### config.mk
export PLATFORM = sky130hd
export DESIGN_NAME = lfsr_stream_gen
export DESIGN_NICKNAME = d
export VERILOG_FILES = /design/src/rtl/lfsr_pkg.sv /design/src/rtl/lfsr_step_unroll.sv /design/src/rtl/lfsr_stream_gen.sv
export SDC_FILE = /design/constraint.sdc
export NUM_CORES = 1
export LEC_CHECK = 0
export ABC_CLOCK_PERIOD_IN_PS = 2400
export BUFFER_PORTS_ARGS = -buffer_cell sky130_fd_sc_hd__buf_4
export CAP_MARGIN = 20
export CORE_MARGIN = 2
export CORE_UTILIZATION = 30
export DETAILED_ROUTE_END_ITERATION = 10
export GPL_TIMING_DRIVEN = 0
export PLACE_DENSITY = 0.6
export SYNTH_ARGS = -nofsm -noshare
export SYNTH_HDL_FRONTEND = slang
export SYNTH_SLANG_ARGS = --single-unit
### constraint.sdc
create_clock -name clk -period 2.4 [get_ports clk]
set_input_delay 0.24 -clock clk [delete_from_list [all_inputs] [get_ports clk]]
set_output_delay 0.24 -clock clk [all_outputs]
set_load 0.05 [all_outputs]
### src/rtl/lfsr_pkg.sv
// Shared types and constants for the LFSR stream generator.
//   lfsr_fsm_t      : generator control states
//   POLY32_DEFAULT  : recommended 32-bit tap mask for cfg_poly
//   POLY8_DEFAULT   : recommended 8-bit tap mask for cfg_poly
//   WIDTH_MIN/MAX   : supported range of the WIDTH parameter
package lfsr_pkg;

    typedef enum logic [1:0] {
        IDLE = 2'd0,
        RUN  = 2'd1,
        DONE = 2'd2,
        LOCK = 2'd3
    } lfsr_fsm_t;

    localparam logic [31:0] POLY32_DEFAULT = 32'h80200003;
    localparam logic [7:0]  POLY8_DEFAULT  = 8'hB8;

    localparam int WIDTH_MIN = 4;
    localparam int WIDTH_MAX = 64;

endpackage

### src/rtl/lfsr_step_unroll.sv
// Combinational Fibonacci LFSR advance by STEPS shifts.
//   state      : current LFSR state
//   poly       : tap mask; feedback bit = XOR-reduce(state & poly)
//   next_state : state after STEPS shifts (new bit enters at bit 0)
module lfsr_step_unroll #(
    parameter int WIDTH = 32,
    parameter int STEPS = 1
) (
    input  logic [WIDTH-1:0] state,
    input  logic [WIDTH-1:0] poly,
    output logic [WIDTH-1:0] next_state
);

    logic [WIDTH-1:0] chain [0:STEPS];

    assign chain[0] = state;

    for (genvar i = 0; i < STEPS; i++) begin : g_step
        assign chain[i+1] = {chain[i][WIDTH-2:0], ^(chain[i] & poly)};
    end

    assign next_state = chain[STEPS];

endmodule

### src/rtl/lfsr_stream_gen.sv
// LFSR word generator with a valid/ready output stream.
//   clk, rst_n       : clock, synchronous active-low reset
//   cfg_poly, seed   : tap mask (latched at start), seed value
//   seed_load        : load seed (honoured in IDLE/DONE/LOCK)
//   start, stop      : begin / abort generation (stop wins over start)
//   num_words        : words to emit, 0 = free-run (latched at start)
//   out_data/valid   : output word and its valid flag
//   out_ready        : consumer accepts the current word
//   busy, done       : running / word count reached
//   lockup           : state is all-zero, cleared by a nonzero seed_load
//   words_cnt        : words accepted since start
module lfsr_stream_gen
    import lfsr_pkg::*;
#(
    parameter int               WIDTH     = 32,
    parameter int               STEPS     = 1,
    parameter int               CNT_W     = 16,
    parameter logic [WIDTH-1:0] RST_STATE = WIDTH'(1)
) (
    input  logic             clk,
    input  logic             rst_n,
    input  logic [WIDTH-1:0] cfg_poly,
    input  logic [WIDTH-1:0] seed,
    input  logic             seed_load,
    input  logic             start,
    input  logic             stop,
    input  logic [CNT_W-1:0] num_words,
    output logic [WIDTH-1:0] out_data,
    output logic             out_valid,
    input  logic             out_ready,
    output logic             busy,
    output logic             done,
    output logic             lockup,
    output logic [CNT_W-1:0] words_cnt
);

    lfsr_fsm_t        fsm, fsm_nxt;
    logic [WIDTH-1:0] state, poly_q, stepped;
    logic [CNT_W-1:0] num_q, issued, cnt_inc;
    logic             load_seed, go, adv, lock_hit, hit_limit, hs;

    lfsr_step_unroll #(.WIDTH(WIDTH), .STEPS(STEPS)) u_step (
        .state      (state),
        .poly       (poly_q),
        .next_state (stepped)
    );

    assign cnt_inc = words_cnt + CNT_W'(1);

    always_comb begin
        fsm_nxt   = fsm;
        load_seed = 1'b0;
        go        = 1'b0;
        adv       = 1'b0;
        lock_hit  = 1'b0;
        hit_limit = 1'b0;
        hs        = out_valid && out_ready;
        busy      = (fsm == RUN);
        case (fsm)
            IDLE, DONE: begin
                if (seed_load) begin
                    load_seed = 1'b1;
                    if (seed == '0) fsm_nxt = LOCK;
                end
                // A zero seed loaded together with start still locks up.
                if (start && !stop && !(seed_load && seed == '0)) begin
                    go      = 1'b1;
                    fsm_nxt = RUN;
                end
            end
            RUN: begin
                if (stop) begin
                    fsm_nxt = IDLE;
                end else if ((!out_valid || out_ready) &&
                             (num_q == '0 || issued < num_q)) begin
                    // An all-zero successor is never emitted: park in LOCK.
                    if (stepped == '0) begin
                        lock_hit = 1'b1;
                        fsm_nxt  = LOCK;
                    end else begin
                        adv = 1'b1;
                    end
                end
                // Final handshake can never coincide with an advance, since
                // issued has already reached num_q by then.
                if (hs && num_q != '0 && cnt_inc == num_q) begin
                    hit_limit = 1'b1;
                    fsm_nxt   = DONE;
                end
            end
            LOCK: begin
                if (seed_load && seed != '0) begin
                    load_seed = 1'b1;
                    fsm_nxt   = IDLE;
                end
            end
            default: fsm_nxt = IDLE;
        endcase
    end

    always_ff @(posedge clk) begin
        if (!rst_n) begin
            fsm       <= IDLE;
            state     <= RST_STATE;
            poly_q    <= '0;
            num_q     <= '0;
            issued    <= '0;
            out_data  <= '0;
            out_valid <= 1'b0;
            done      <= 1'b0;
            lockup    <= 1'b0;
            words_cnt <= '0;
        end else begin
            fsm <= fsm_nxt;
            if (load_seed) begin
                state  <= seed;
                lockup <= (seed == '0);
                done   <= 1'b0;
            end
            // A word left pending by stop may still drain outside RUN.
            if (hs) begin
                out_valid <= 1'b0;
                words_cnt <= cnt_inc;
            end
            if (go) begin
                poly_q    <= cfg_poly;
                num_q     <= num_words;
                issued    <= '0;
                words_cnt <= '0;
                done      <= 1'b0;
            end
            if (adv) begin
                state     <= stepped;
                out_data  <= stepped;
                out_valid <= 1'b1;
                issued    <= issued + CNT_W'(1);
            end
            if (lock_hit) begin
                state  <= '0;
                lockup <= 1'b1;
            end
            if (hit_limit) done <= 1'b1;
        end
    end

endmodule
==> Yosys cells after proc, flatten, opt, wreduce, memory -nomap -nowiden <==
Index checks and enable logic that the tools add are counted.
{ "totals": {"register_bits": 149} }
{ "classes": {"addsub": 2, "magnitude_cmp": 1, "eq_ne": 9, "n_mux": 36, "bitwise": 2, "reduce_logical": 30} }
{ "ops": {"columns": ["cell", "count"], "rows": [
  ["logical NOT 32 bit", 2],
  ["two-way mux 32 bit", 2],
  ["adder 16 x 1 -> 16 bit (second input constant)", 2],
  ["AND 32 bit", 1],
  ["two-way mux 16 bit", 2],
  ["nonzero test 32 bit", 1],
  ["parity 32 bit", 1],
  ["two-way mux 1 bit", 22],
  ["== test 16 bit", 1],
  ["logical NOT 16 bit", 1],
  ["less-than comparator 16 bit", 1],
  ["two-way mux 2 bit", 8],
  ["nonzero test 16 bit", 1],
  ["logical AND 1 bit", 8],
  ["inequality test 4 x 2 -> 1 bit (second input constant)", 2],
  ["nonzero test 2 bit", 4],
  ["inequality test 3 bit (second input constant)", 2],
  ["case mux 2 bit (3 select lines)", 1],
  ["nonzero test 3 bit", 2],
  ["OR reduction 2 bit", 3],
  ["AND reduction 5 bit", 1],
  ["== test 2 bit (second input constant)", 2],
  ["logical NOT 1 bit", 3],
  ["== test 2 x 1 -> 1 bit (second input constant)", 1],
  ["5 further kinds", 6]
]} }

==> Depth between registers and ports, before layout <==
{ "logic_depth": {"word_depth": 9, "mapped_depth": 13, "mapped_depth_nobuf": 11} }

==> Modules after synthesis <==
Synthesis repeated with hierarchy kept, for this count alone.
{ "hier_totals": {"hier_cells": 957, "hier_area_um2": 7395.8} }
{ "modules_own_cells": {"columns": ["module", "n_inst", "cells_per_inst", "area_per_inst_um2"], "rows": [
  ["lfsr_stream_gen", 1, 863, 6771.5],
  ["lfsr_step_unroll", 1, 94, 624.3]
]} }

==> Worst setup path after synthesis <==
No wires, ideal clock.
{ "synth_path": {"path_type": "reg-to-reg", "from": "reg words_cnt[8]", "to": "reg done", "arrival_ns": 2.550, "required_ns": 2.324, "slack_ns": -0.225, "stages_incl_launch_ff": 11, "n_path_buf": 1, "period_less_slack_ns": 2.625, "cell_sequence": "dfxtp_1 clkbuf_1 and3_1 and4_1 and3_1 xnor2_1 o22ai_1 a2111oi_0 and4_1 nand2_1 a21boi_0"} }
{ "synth_between": {"elab_chain_cells": 6} }
{ "synth_rtl": {"columns": ["item", "line", "rtl"], "rows": [
  ["start, declared", "lfsr_stream_gen.sv:34", "output logic [CNT_W-1:0] words_cnt"],
  ["start signal, assigned", "lfsr_stream_gen.sv:123", "words_cnt <= cnt_inc;"],
  ["adder 16 x 1 -> 16 bit (*)", "lfsr_stream_gen.sv:48", "assign cnt_inc = words_cnt + CNT_W'(1);"],
  ["== test 16 bit (*)", "lfsr_stream_gen.sv:86", "if (hs && num_q != '0 && cnt_inc == num_q) begin"],
  ["logical AND 1 bit (*)", "lfsr_stream_gen.sv:86", null],
  ["two-way mux 1 bit (*)", "lfsr_stream_gen.sv:86", null],
  ["two-way mux 1 bit (*)", "lfsr_stream_gen.sv:59", "case (fsm)"],
  ["nonzero test 3 bit (no source line) / two-way mux 1 bit (equally long branches)", null, null],
  ["end signal, assigned", "lfsr_stream_gen.sv:110", "done <= 1'b0;"],
  ["end signal, assigned", "lfsr_stream_gen.sv:118", "done <= 1'b0;"],
  ["end signal, assigned", "lfsr_stream_gen.sv:130", "done <= 1'b0;"],
  ["end, declared", "lfsr_stream_gen.sv:32", "output logic done,"]
]} }
Mark *: on every way between the ends. The rest lies on a longest branch, timed or not.
A chain may end at the register's enable or synchronous reset.

==> Worst setup path after layout <==
{ "layout_path": {"from": "reg num_q[11]", "to": "reg issued[4]"} }
{ "layout_between": {"elab_chain_cells": 7} }
{ "layout_rtl": {"columns": ["item", "line", "rtl"], "rows": [
  ["start, declared", "lfsr_stream_gen.sv:39", "logic [CNT_W-1:0] num_q, issued, cnt_inc;"],
  ["start signal, assigned", "lfsr_stream_gen.sv:127", "num_q <= num_words;"],
  ["less-than comparator 16 bit / logical NOT 16 bit (equally long branches)", "lfsr_stream_gen.sv:75", "(num_q == '0 || issued < num_q)) begin"],
  ["logical OR 1 bit (*)", "lfsr_stream_gen.sv:75", null],
  ["logical AND 1 bit (*)", "lfsr_stream_gen.sv:74", "end else if ((!out_valid || out_ready) &&"],
  ["two-way mux 1 bit (*)", "lfsr_stream_gen.sv:74", null],
  ["two-way mux 1 bit (*)", "lfsr_stream_gen.sv:72", "if (stop) begin"],
  ["two-way mux 1 bit (*)", "lfsr_stream_gen.sv:59", null],
  ["two-way mux 16 bit / nonzero test 2 bit (equally long branches)", null, null],
  ["end signal, assigned", "lfsr_stream_gen.sv:136", "issued <= issued + CNT_W'(1);"],
  ["end, declared", "lfsr_stream_gen.sv:39", null]
]} }
Marked as above.

==> results.md <==
- Slew headroom: 36.95%
- Initial antenna violation count: 0
- IO Count: 138
- Row cnt: 57
- Critical path's top delay family: simple AND/OR/NAND/NOR gates
- Post-layout util: 42.14%
- Drt total wl: 24.06 mm
- Ordered cell list for the critical path: inv_4 > ha_4 > nand4_1 > nor3_2 > nor3_2 > o211ai_1 > a41oi_2 > buf_6 > o21ai_4 > a21oi_4 > buf_6 > or2_4 > buf_6 > o211ai_1
- Final setup margin: -0.1245 ns
- WP data arrival: 2.88 ns
- Core area: 0.02432 mm2
- Tot Pwr: 6.255 mW
- Hold buffers post-CTS: 0
- Fraction of layout cells with a size suffix above 1: 30.81%
- Synth async-reset ratio: 0%
- FMAX: 396.1 MHz
- Maximum fanout along the worst path: 5
- WHS Path Cells: 3
- Net Switching: 1.752 mW
- CP Capture Type: flop
- DRC Markers: 0
- R2r setup slk: -0.12 ns
- CTS tree: built
- Root buffer cell: clkbuf_16
- Number of synthesized register bits: 149
- CTS buffer count: 17
- Count of different cell masters after synthesis: 50
- RSZ-0062 raised after global routing: yes
- Slowest-stage cell, CP: dfxtp_4
- Initial DRT Pass Iterations: 7
- Clk Latency, worst-skew pair: 0.43 ns
- Slew Limit Fails: 0
- Max clock buf depth: 2
- Vias in the first global route: 6911
- Worst-Margin Slew: 0.9438 ns
- Final hold violations: 0
- Initial DRC count: 465
- Worst flop-to-flop path startpoint: num_q[11]
- Power density cells: 610.4 mW/mm2
- Leading area contributor after synthesis: dfxtp_1
- H-tree Lvls: 4
- Clock slew seen by the registers of the worst setup and hold paths: 0.07 ns
- Net switching fraction of the power: 28.00%
- Status: finished with violations
- Quantity of I/O buffers inserted on ports: 137
- Static leakage: 3.971 nW
- Worst R2R Path Depth: 14
- Syn Inst Count: 940
- Antenna viol nets, final: 0
- Top cells by area, synth: dfxtp_1 (40%), nand2_1 (11%), xnor2_1 (5.2%)
- Seq pwr share: 42.8%
- Initial core utilization: 30.56%
- Worst Hold Class: in -> reg
- Crit path time final: 2.525 ns
- Min-delay src: num_words[4]
- Post-synth top area share: 40.14%
- Overall global routing resource usage: 18.09%
- Primary FF master, synth: dfxtp_1
- FF-to-FF End: issued[4]
- Layout Nets: 1227
- DR vias: 7259
- Largest net degree at the start of global routing: 17
- Layout area overhead: 37.90%
- Grt ovf: 0
- Sequential area share after synthesis: 40.14%
- HPWL Detailed: 17.51 mm
- Setup CP Type: reg -> reg
- Max cap viols: 0
- First-pass GRT wire length: 37.30 mm
- Syn nets: 1043
- Worst path required time: 2.76 ns
- Peak VDD IR: 463.9 uV
- Crit-path most repeated cell: buf_6
- Startpoint types: flop
- Violated checks: negative setup slack
- EDFF count, synth: 0
- Clock power share: 42.7%
- Max incr delay on CP: 0.37 ns
- Clock Sinks: 149
- Worst Hold End: num_q[4]
- Pint: 4.503 mW
- Cell area after synthesis: 0.007431 mm2
- Chip width: 161.4 um
- CP Buf/Inv Count: 4
- Share of the cycle needed by the critical path after routing: 105.2%
- # diodes: 0
- Drt wl/cell: 16.48 um
- Yosys warnings: 0
- Avg Cell Area, Syn: 7.905 um2
- Gpl congestion: 0.8474
- Comb pwr share: 14.5%
- Die area: 0.02605 mm2
- Chip height: 161.4 um
- Routed vias/inst: 4.972
- Dpl ws: -0.5820 ns
- Worst Skew: 0.01245 ns
- Final setup vio count: 68
==> cells in the final DEF (no fill, tap or decap), types with 9 or more instances in the layout <==
master / count
nand4_1: 12
o211ai_1: 12
nor3_1: 10
nand3_1: 19
xor2_1: 25
a22oi_1: 31
dfxtp_4: 13
dfxtp_2: 30
a21boi_0: 50
o21ai_1: 38
a31o_2: 23
nor4_1: 22
inv_1: 19
buf_4: 164
nor2_1: 69
nand2_2: 10
buf_6: 9
xnor2_1: 42
dfxtp_1: 106
clkbuf_1: 31
o21ai_0: 10
nand2_1: 216
clkbuf_16: 18
==> Yosys cell counts, types with 2 or more instances <==
master    count
a21o_1        4
o41ai_1       2
nand2b_1      5
ha_1         17
nor2b_1       5
nor3b_1       4
nand3b_1      2
and3_1        8
a22oi_1      32
dfxtp_1     149
a21oi_1       7
xor2_1       25
a21boi_0     50
o21ai_1      12
o21ai_0      40
o22ai_1       4
a31o_2       23
nand3_1      20
and2_1        6
a211oi_1      3
inv_1        28
nor3_1       12
buf_2        10
nor2_1       75
a31o_1        7
o211ai_1     12
and4_1        4
nor4_1       23
a31oi_1       2
nand4_1      12
nand2_1     226
xnor2_1      44
clkbuf_1     45
o21a_1        3
mux2i_1       4
==> how the worst max path moves through the flow <==
stage / from / end / depth (start not counted)
after floorplan: words_cnt[8] / fsm[0] / 10
after global placement: seed[25] / words_cnt[8] / 10
after global routing: num_q[11] / issued[4] / 14
after CTS: words_cnt[8] / fsm[0] / 10
final: num_q[11] / issued[4] / 14
after detailed placement: seed[25] / words_cnt[13] / 10
==> through the flow <==
stage	TNS (ns)	area [um2]	hold WS [ns]	instances
after floorplan	0	7472	0.3849	940
after global placement	-51.33	8906	0.4489	1401
after detailed placement	-57.91	8906	0.4533	1401
after CTS	-5.655	9861	0.05667	1449
after global routing	-15.72	10250	0.05847	1460
final	-4.552	10250	0.05537	1460
==> cells by family (layout without fill, tap and decap cells) <==
| logic type | count (synthesis) | after routing | synth area share (%) |
|---|---|---|---|
| AND/OR/NAND/NOR | 406 | 406 | 23.79 |
| AO/OA/AOI/OAI | 208 | 209 | 19.68 |
| flip-flops | 149 | 149 | 40.14 |
| buffers and inverters | 85 | 280 | 4.479 |
| XOR/XNOR | 70 | 70 | 8.352 |
| adder cells (fa/ha/maj) | 17 | 17 | 2.862 |
| multiplexers | 5 | 5 | 0.6904 |
==> metal layers <==
layer,track usage (%),up-vias,routed length (um)
met2,28.36,193,11180
met1,25.07,3432,11360
met5,0,-,0
met3,3.056,32,1034
met4,6.412,0,491
li1,-,3602,-
==> tightest hold or removal path: cells and delay by family <==
kind | cells | cell delay (ns)
buf+inv | 1 | 0.11
compound gates | 1 | 0.06
simple gates | 1 | 0.04
==> state kept, by name (all words and copies together), names as in the netlist <==
name,flops
done,1
fsm,2
issued,16
lockup,1
num_q,16
out_data,32
out_valid,1
poly_q,32
state,32
words_cnt,16
==> power groups by stage <==
stage	Sequential, mW	Combinational [mW]	Clock [mW]
finish	2.68	0.909	2.67
global route	2.69	0.991	2.80
CTS	2.67	0.837	2.68
detailed placement	2.73	0.716	0
global placement	2.73	0.712	0
floorplan	2.73	0.395	0
==> timing repair <==
item / CTS / global route
setup buffers: 16 / 14
gates resized for setup: 67 / 124
pin swaps: 11 / 18
cloned: 3 / 2
endpoints found under the setup margin: 95 / 93
==> area by class of cell <==
| class | instances | area, um2 |
|---|---|---|
| inverter | 28 | 107.6 |
| sequential | 149 | 3069 |
| buffer | 51 | 322.8 |
| multi-input combinational | 707 | 4439 |
| tap | 324 | 405.4 |
| timing repair buffer | 170 | 1321 |
| clock buffer | 20 | 466.7 |
| fill | 2428 | 14070 |
| clock inverter | 11 | 115.1 |
Note: power is estimated with default switching activity, not from simulation.
